<file path="src/rtl/frame_sync_controller.sv">
// Frame-alignment controller for LSB-first serial streams framed by a 4-bit sync word.
// Hunts for the sync word, confirms it over several frames, then tracks frames and extracts payload bits.
module frame_sync_controller #(
    parameter logic [3:0] SYNC_CODE   = 4'b1001,
    parameter int         PAYLOAD_LEN = 8,
    parameter int         CONFIRM_N   = 2,
    parameter int         MISS_N      = 3,
    parameter int         CNT_W       = 8
) (
    input  logic       clk,
    input  logic       Reset,
    input  logic       data,
    input  logic       data_valid,
    output logic       payload_bit,
    output logic       payload_valid,
    output logic       frame_start,
    output logic       locked,
    output logic       sync_err,
    output logic [1:0] state
);

    localparam int FRAME_LEN = PAYLOAD_LEN + 4;
    localparam int CONF_W    = (CONFIRM_N > 1) ? $clog2(CONFIRM_N) : 1;
    localparam int MISS_W    = (MISS_N > 1) ? $clog2(MISS_N) : 1;

    localparam logic [CNT_W-1:0]  CHECK_POS = CNT_W'(FRAME_LEN - 1);
    localparam logic [CNT_W-1:0]  PAY_END   = CNT_W'(PAYLOAD_LEN);
    localparam logic [CONF_W-1:0] CONF_LAST = CONF_W'(CONFIRM_N - 1);
    localparam logic [MISS_W-1:0] MISS_LAST = MISS_W'(MISS_N - 1);

    typedef enum logic [1:0] {
        HUNT     = 2'd0,
        VERIFY   = 2'd1,
        LOCKED   = 2'd2,
        FLYWHEEL = 2'd3
    } state_t;

    state_t              r_state;
    // Only the three newest bits of the sync window are kept; the oldest one
    // is shifted out on the very beat it would be compared, so it is never read.
    logic [2:0]          r_sr_hi;
    logic [CNT_W-1:0]    r_pos;
    logic [CONF_W-1:0]   r_confirm_cnt;
    logic [MISS_W-1:0]   r_miss_cnt;
    logic                r_payload_bit;
    logic                r_payload_valid;
    logic                r_frame_start;
    logic                r_sync_err;
    logic                r_locked;

    state_t              w_state_next;
    logic [CNT_W-1:0]    w_pos_next;
    logic [CONF_W-1:0]   w_confirm_next;
    logic [MISS_W-1:0]   w_miss_next;
    logic                w_emit;
    logic                w_sync_err_next;
    logic                w_match;
    logic                w_check;

    // The current beat is treated as the last sync bit.
    assign w_match = ({data, r_sr_hi} == SYNC_CODE);
    assign w_check = (r_pos == CHECK_POS);

    always_comb begin
        w_state_next    = r_state;
        w_pos_next      = r_pos;
        w_confirm_next  = r_confirm_cnt;
        w_miss_next     = r_miss_cnt;
        w_emit          = 1'b0;
        w_sync_err_next = 1'b0;
        if (data_valid) begin
            case (r_state)
                HUNT: begin
                    if (w_match) begin
                        w_state_next   = VERIFY;
                        w_pos_next     = '0;
                        w_confirm_next = '0;
                    end
                end
                VERIFY: begin
                    if (w_check) begin
                        w_pos_next = '0;
                        if (w_match) begin
                            if (r_confirm_cnt == CONF_LAST) begin
                                w_state_next = LOCKED;
                                w_miss_next  = '0;
                            end else begin
                                w_confirm_next = r_confirm_cnt + CONF_W'(1);
                            end
                        end else begin
                            w_state_next = HUNT;
                        end
                    end else begin
                        w_pos_next = r_pos + CNT_W'(1);
                    end
                end
                LOCKED: begin
                    if (w_check) begin
                        w_pos_next = '0;
                        if (!w_match) begin
                            w_sync_err_next = 1'b1;
                            if (MISS_N == 1) begin
                                w_state_next = HUNT;
                            end else begin
                                w_state_next = FLYWHEEL;
                                w_miss_next  = MISS_W'(1);
                            end
                        end
                    end else begin
                        w_pos_next = r_pos + CNT_W'(1);
                        w_emit     = (r_pos < PAY_END);
                    end
                end
                FLYWHEEL: begin
                    if (w_check) begin
                        w_pos_next = '0;
                        if (w_match) begin
                            w_state_next = LOCKED;
                            w_miss_next  = '0;
                        end else begin
                            w_sync_err_next = 1'b1;
                            if (r_miss_cnt == MISS_LAST) begin
                                w_state_next = HUNT;
                                w_miss_next  = '0;
                            end else begin
                                w_miss_next = r_miss_cnt + MISS_W'(1);
                            end
                        end
                    end else begin
                        w_pos_next = r_pos + CNT_W'(1);
                        w_emit     = (r_pos < PAY_END);
                    end
                end
                default: begin
                    w_state_next = HUNT;
                    w_pos_next   = '0;
                end
            endcase
        end
    end

    always_ff @(posedge clk) begin
        if (!Reset) begin
            r_state         <= HUNT;
            r_sr_hi         <= '0;
            r_pos           <= '0;
            r_confirm_cnt   <= '0;
            r_miss_cnt      <= '0;
            r_payload_bit   <= 1'b0;
            r_payload_valid <= 1'b0;
            r_frame_start   <= 1'b0;
            r_sync_err      <= 1'b0;
            r_locked        <= 1'b0;
        end else begin
            if (data_valid) begin
                r_sr_hi <= {data, r_sr_hi[2:1]};
            end
            if (w_emit) begin
                r_payload_bit <= data;
            end
            r_state         <= w_state_next;
            r_pos           <= w_pos_next;
            r_confirm_cnt   <= w_confirm_next;
            r_miss_cnt      <= w_miss_next;
            r_payload_valid <= w_emit;
            r_frame_start   <= w_emit && (r_pos == '0);
            r_sync_err      <= w_sync_err_next;
            r_locked        <= (w_state_next == LOCKED) || (w_state_next == FLYWHEEL);
        end
    end

    assign payload_bit   = r_payload_bit;
    assign payload_valid = r_payload_valid;
    assign frame_start   = r_frame_start;
    assign locked        = r_locked;
    assign sync_err      = r_sync_err;
    assign state         = r_state;

endmodule

</file>
<file path="config.mk">
export PLATFORM = sky130hd
export DESIGN_NAME = frame_sync_controller
export DESIGN_NICKNAME = d
export VERILOG_FILES = /design/src/rtl/frame_sync_controller.sv
export SDC_FILE = /design/constraint.sdc
export NUM_CORES = 1
export LEC_CHECK = 0
export BUFFER_PORTS_ARGS = -buffer_cell sky130_fd_sc_hd__buf_2
export CAP_MARGIN = 20
export CORE_MARGIN = 1
export CORE_UTILIZATION = 40
export DETAILED_ROUTE_END_ITERATION = 8
export SLEW_MARGIN = 20
export SYNTH_ARGS = -nofsm -noshare
export SYNTH_HDL_FRONTEND = slang
export SYNTH_SLANG_ARGS = --single-unit
</file>
<file path="constraint.sdc">
create_clock -name clk -period 4.3 [get_ports clk]
set_input_delay 0.645 -clock clk [delete_from_list [all_inputs] [get_ports clk]]
set_output_delay 0.645 -clock clk [all_outputs]
set_load 0.02 [all_outputs]
</file>
## After elaboration in Yosys (flattened, before gate mapping)

Cells that the tools add are included.

| word-level totals | value |
|---|---|
| register bits after elaboration | 21 |
| bits of input ports | 4 |
| output and inout port bits | 7 |
| word-level logic and storage cells | 73 |

| cells by class | value |
|---|---|
| add/subtract/negate cells | 3 |
| magnitude comparators | 1 |
| equality and inequality tests | 15 |
| muxes and demuxes | 32 |
| reduce and logical (&&, ||, !) cells | 12 |

Operator list:

| cell | count |
|---|---|
| $mux 2 | 18 |
| $mux 8 | 2 |
| $pmux 8 s2 | 1 |
| $ne 2x2->1 const B | 7 |
| $eq 2x2->1 const B | 5 |
| $add 8x1->8 const B | 1 |
| $eq 8x4->1 const B | 1 |
| $logic_not 8->1 | 1 |
| $lt 8x4->1 const B | 1 |
| $mux 1 | 8 |
| $pmux 2 s4 | 1 |
| $reduce_and 8->1 | 1 |
| $pmux 2 s3 | 1 |
| $reduce_and 5->1 | 1 |
| $eq 4x4->1 const B | 1 |
| $reduce_and 4->1 | 1 |
| $reduce_bool 3->1 | 1 |
| $reduce_or 3->1 | 1 |
| $add 2x1->2 const B | 1 |
| $eq 2x1->1 const B | 1 |
| $logic_not 2->1 | 1 |
| $pmux 1 s2 | 1 |
| $reduce_and 2->1 | 1 |
| $reduce_bool 2->1 | 1 |
| 4 further kinds | 4 |

## Depth between registers and ports, before layout

| logic depth | value |
|---|---|
| depth in word-level cells | 8 |
| mapped depth | 5 |
| depth with buffers taken out | 5 |

## Least setup slack after synthesis

Ideal clock, no wire load.

| timing | value |
|---|---|
| kind | input to register |
| start point | input port data_valid |
| end point | register r_miss_cnt[0] |
| setup time | 72 ps |
| arrival time | 1988 ps |
| data required time | 4228 ps |
| slack | 2241 ps |
| stages on the path | 5 |
| buffers on the path | 1 |
| path through | clkbuf_1 inv_1 or4_4 nor3_2 mux2i_1 |

| on the way | value |
|---|---|
| cells in the longest elaborated chain, start to end | 1 |

RTL lines:

| item | RTL line | RTL |
|---|---|---|
| start, declared | 13 | `input logic data_valid,` |
| $reduce_and 8->1 (no source line) | n/a |  |
| end signal, assigned | 164 | `r_miss_cnt <= w_miss_next;` |
| end, declared | 44 | `logic [MISS_W-1:0] r_miss_cnt;` |

Every way passes these cells.
A chain may end at the register's enable or synchronous reset.

## Final worst setup path

| timing | value |
|---|---|
| start point | register r_pos[4] |
| end point | register r_miss_cnt[0] |

| on the way | value |
|---|---|
| cells in the longest elaborated chain, start to end | 3 |
| elaborated cells between the ends (all ways) | 5 |
| classes of those cells | 4 x eq/ne; 1 x reduce/logical |

RTL lines:

| item | RTL line | RTL |
|---|---|---|
| start, declared | 42 | `logic [CNT_W-1:0] r_pos;` |
| start signal, assigned | 162 | `r_pos <= w_pos_next;` |
| $eq 8x4->1 * | 62 | `assign w_check = (r_pos == CHECK_POS);` |
| $ne 2x2->1 (no source line) | n/a |  |
| $reduce_and 8->1 (no source line) * | n/a |  |

Every way passes the cells marked *; elsewhere a longest branch is shown, timed or not.

==> impl_metrics.yaml <==
drt:
  drt-total-wl_um: 2035
  drt_pass1_iterations: 4
  detail_route.vias_per_cell: 5.831
  final_antenna_net_count: 0
  initialDrtViolationCount: 23
  routed_wire_length_per_instance_um: 13.21
  total_vias_in_the_final_route: 898
  drt_drc_violations_left: 0
power_and_ir_drop:
  power.density_nw_per_um2: 272.1
  sw_frac_of_total: 0.2259
  power_share_of_the_sequential_group: 0.649
  clockPowerShare: 0.309
  switching_power_uw: 68.43
  total_leakage_power_nw: 0.4134
  intPower_uw: 234.6
  pwr-share-comb: 0.042
  max-vdd-ir-drop_uv: 160.1
worst_hold_path:
  holdPathStages: 2
  worstHoldPathType: "reg2reg"
floorplanning:
  boundaryPins: 11
  die_w_um: 52.74
  placeableCoreArea_um2: 2455
  die_area_um2: 2781
  num_rows: 18
  floorplan.die.height_um: 52.74
  initial_core_util: 0.4195
yosys:
  yosysTopAreaCell: "dfxtp_1"
  ys_ff_latch: 21
  post_synth_instance_area_um2: 1030
  synth-edff-count: 0
  syn_area_per_cell_um2: 8.727
  post_synthesis_net_count: 124
  postSynthCellCount: 118
  netlist-cell-type-count: 40
  post_synth_main_area_contributors: "dfxtp_1, nor2_1, mux2i_1"
  synthArstFlopShare: 0
  synthDominantCellAreaShare: 0.4083
  yosysWarnings: 0
  synth_ff_type: "dfxtp_1"
  ys_seq_area_frac: 0.4083
clock_tree:
  cts_setup_buffers: 0
  clk-insertion-delay-late_ns: 0.30
  ctsResizeCount: 0
  worst_setup_hold_path_clk_slew_ns: 0.11
  cts_inserted_buffers: 3
  cts.hold.buffers_added: 0
  cts_sinks: 21
  root_driver: "clkbuf_4"
  cts_max_level: 1
  cts_tree: "yes"
  clk_path_buf_depth: 2
finish:
  finalNetCount: 131
  areaGrowthSynthToFinish_pct: 8.141
  filler_cell_count: 248
  antenna_cells_inserted: 0
  layout-drive-gt1-share: 0.1613
  finalNonFillerCells: 154
global_route:
  grt-ovfl-total: 0
  grt_start_max_net_pins: 13
  global_route_wire_length_before_repair_um: 3650
  track_usage: 0.1778
  grt_antenna_before_repair: 0
  grt_pass1_vias: 869
setup_path:
  worst-r2r-cell-count: 4
  timing.reg2reg.setup_slack_ns: 2.23
  critical_path_capture_point: "r_miss_cnt[0]"
  regToRegEndpoint: "r_miss_cnt[0]"
  worst_r2r_startpoint: "r_pos[4]"
  crit_path_start: "r_pos[4]"
  crit_chain: "or4_1 -> or4_4 -> nor3_2 -> mux2i_1"
  crit_slowest_cell: "or4_1"
  critical_path_arrival_ns: 2.30
  crit_path_start_kind: "flop"
  critical_path.max_stage_delay_ns: 0.67
  cp_data_required_time_ns: 4.53
  end_kind: "flop"
  critical_path_peak_fanout: 7
  category_of_the_critical_setup_timing_path: "reg2reg"
sta:
  finClkSkew_ns: 0.008940
  worst_slew_pin_slew_ns: 0.7117
  post-route-period-util: 0.4822
  final_period_minus_worst_setup_slack_ns: 2.074
  hold_viol_final: 0
  slew_viol_final: 0
  relSlewSlack: 0.5191
  endpoints_failing_setup: 0
  rsz0062_at_grt: "no"
  fin_setup_tns_ns: 0
  maxClockFrequency_mhz: 482.3
placement:
  place_inst: 150
  buffer_ports.inserted: 10
  gp_congestion: 0.8182
  hpwlAfterDp_um: 1527
flow_run:
  maxCapViolations: 0
status:
  run_status: "complete, no violations"
routing by layer:
| metal | up-vias | share of wire | track usage |
|---|---|---|---|
| li1 | 442 | - | - |
| met1 | 432 | 0.48 | 0.2188 |
| met2 | 22 | 0.47 | 0.2954 |
| met3 | 2 | 0.035 | 0.02609 |
| met4 | 0 | 0.014 | 0.09211 |
| met5 | - | 0 | 0 |
worst max-delay path: cells and delay by family, from the launching register on:
family / cells / cell delay [ns]
simple gates: 3 / 1.45
flops: 1 / 0.36
mux: 1 / 0.20
power groups by stage:
stage	Sequential (mW)	Combinational, mW	Clock [mW]
2_1_floorplan	0.201	0.00924	0
5_1_grt	0.197	0.0141	0.108
6_report	0.197	0.0127	0.0935
3_5_place_dp	0.201	0.0126	0
4_1_cts	0.197	0.0126	0.0987
3_3_place_gp	0.201	0.0124	0
cell usage after synthesis, types with 2 or more instances:
cell / instances
nor2_1: 16
or3_1: 2
nand2_1: 7
dfxtp_1: 21
nand2b_1: 2
o21ai_0: 3
nand3_1: 3
o31ai_1: 3
inv_1: 3
mux2i_1: 5
xnor2_1: 4
nor3_1: 3
a21oi_1: 7
clkbuf_1: 7
ha_1: 2
a31o_2: 2
nand4_1: 4
or4_1: 2
layout make-up:
class / count / area [um2] / share of cell area
Multi-Input combinational cell: 85 / 563.0 / 0.5056
Tap cell: 30 / 37.54 / 0.03371
Clock buffer: 3 / 22.52 / 0.02022
Sequential cell: 21 / 420.4 / 0.3775
Clock inverter: 1 / 5.005 / 0.004494
Timing Repair Buffer: 10 / 50.05 / 0.04494
Inverter: 4 / 15.01 / 0.01348
worst min path at each step:
stage | startpoint | to | slack, ns
after floorplan | r_miss_cnt[1] | r_miss_cnt[1] | 0.45
final | r_miss_cnt[0] | r_miss_cnt[0] | 0.50
after global routing | payload_bit | payload_bit | 0.54
after global placement | payload_bit | payload_bit | 0.48
after detailed placement | r_miss_cnt[0] | r_miss_cnt[0] | 0.48
after CTS | r_miss_cnt[0] | r_miss_cnt[0] | 0.50
sequential cells by signal (all words and copies together) (netlist names):
name,count
payload_bit,1
r_sr_hi,3
locked,1
state,2
r_miss_cnt,2
r_confirm_cnt,1
frame_start,1
sync_err,1
payload_valid,1
r_pos,8
metrics by stage:
step                      utilization  power [mW]  cell area [um2]  hold slack, ns  worst slack (ns)
after floorplan                     -      0.2101             1030          0.4535             2.241
after global placement         0.4424      0.2135             1086          0.4760             2.188
after detailed placement       0.4424      0.2138             1086          0.4843             2.126
after CTS                      0.4536      0.3081             1114          0.5015             2.221
after global routing           0.4536      0.3191             1114          0.5431             2.110
final                          0.4536      0.3030             1114          0.5012             2.226
logic make-up after synthesis:
logic type / share of synthesized area
buf+inv: 0.04495
simple gates: 0.2673
fa+ha+maj: 0.02430
mux: 0.04860
flops: 0.4083
xor+xnor: 0.03402
compound gates: 0.1725
placed cells by master (no fill, tap or decap), types with 2 or more instances in the layout:
cell	count
a21oi_1	7
a31o_2	2
buf_2	10
clkbuf_4	3
dfxtp_1	21
ha_1	2
inv_1	3
mux2i_1	5
nand2_1	7
nand2b_1	2
nand3_1	3
nand4_1	4
nor2_1	16
nor3_1	3
o21ai_0	3
o31ai_1	3
or3_1	2
or4_1	2
xnor2_1	4
Power figures use the tool's default switching activity.
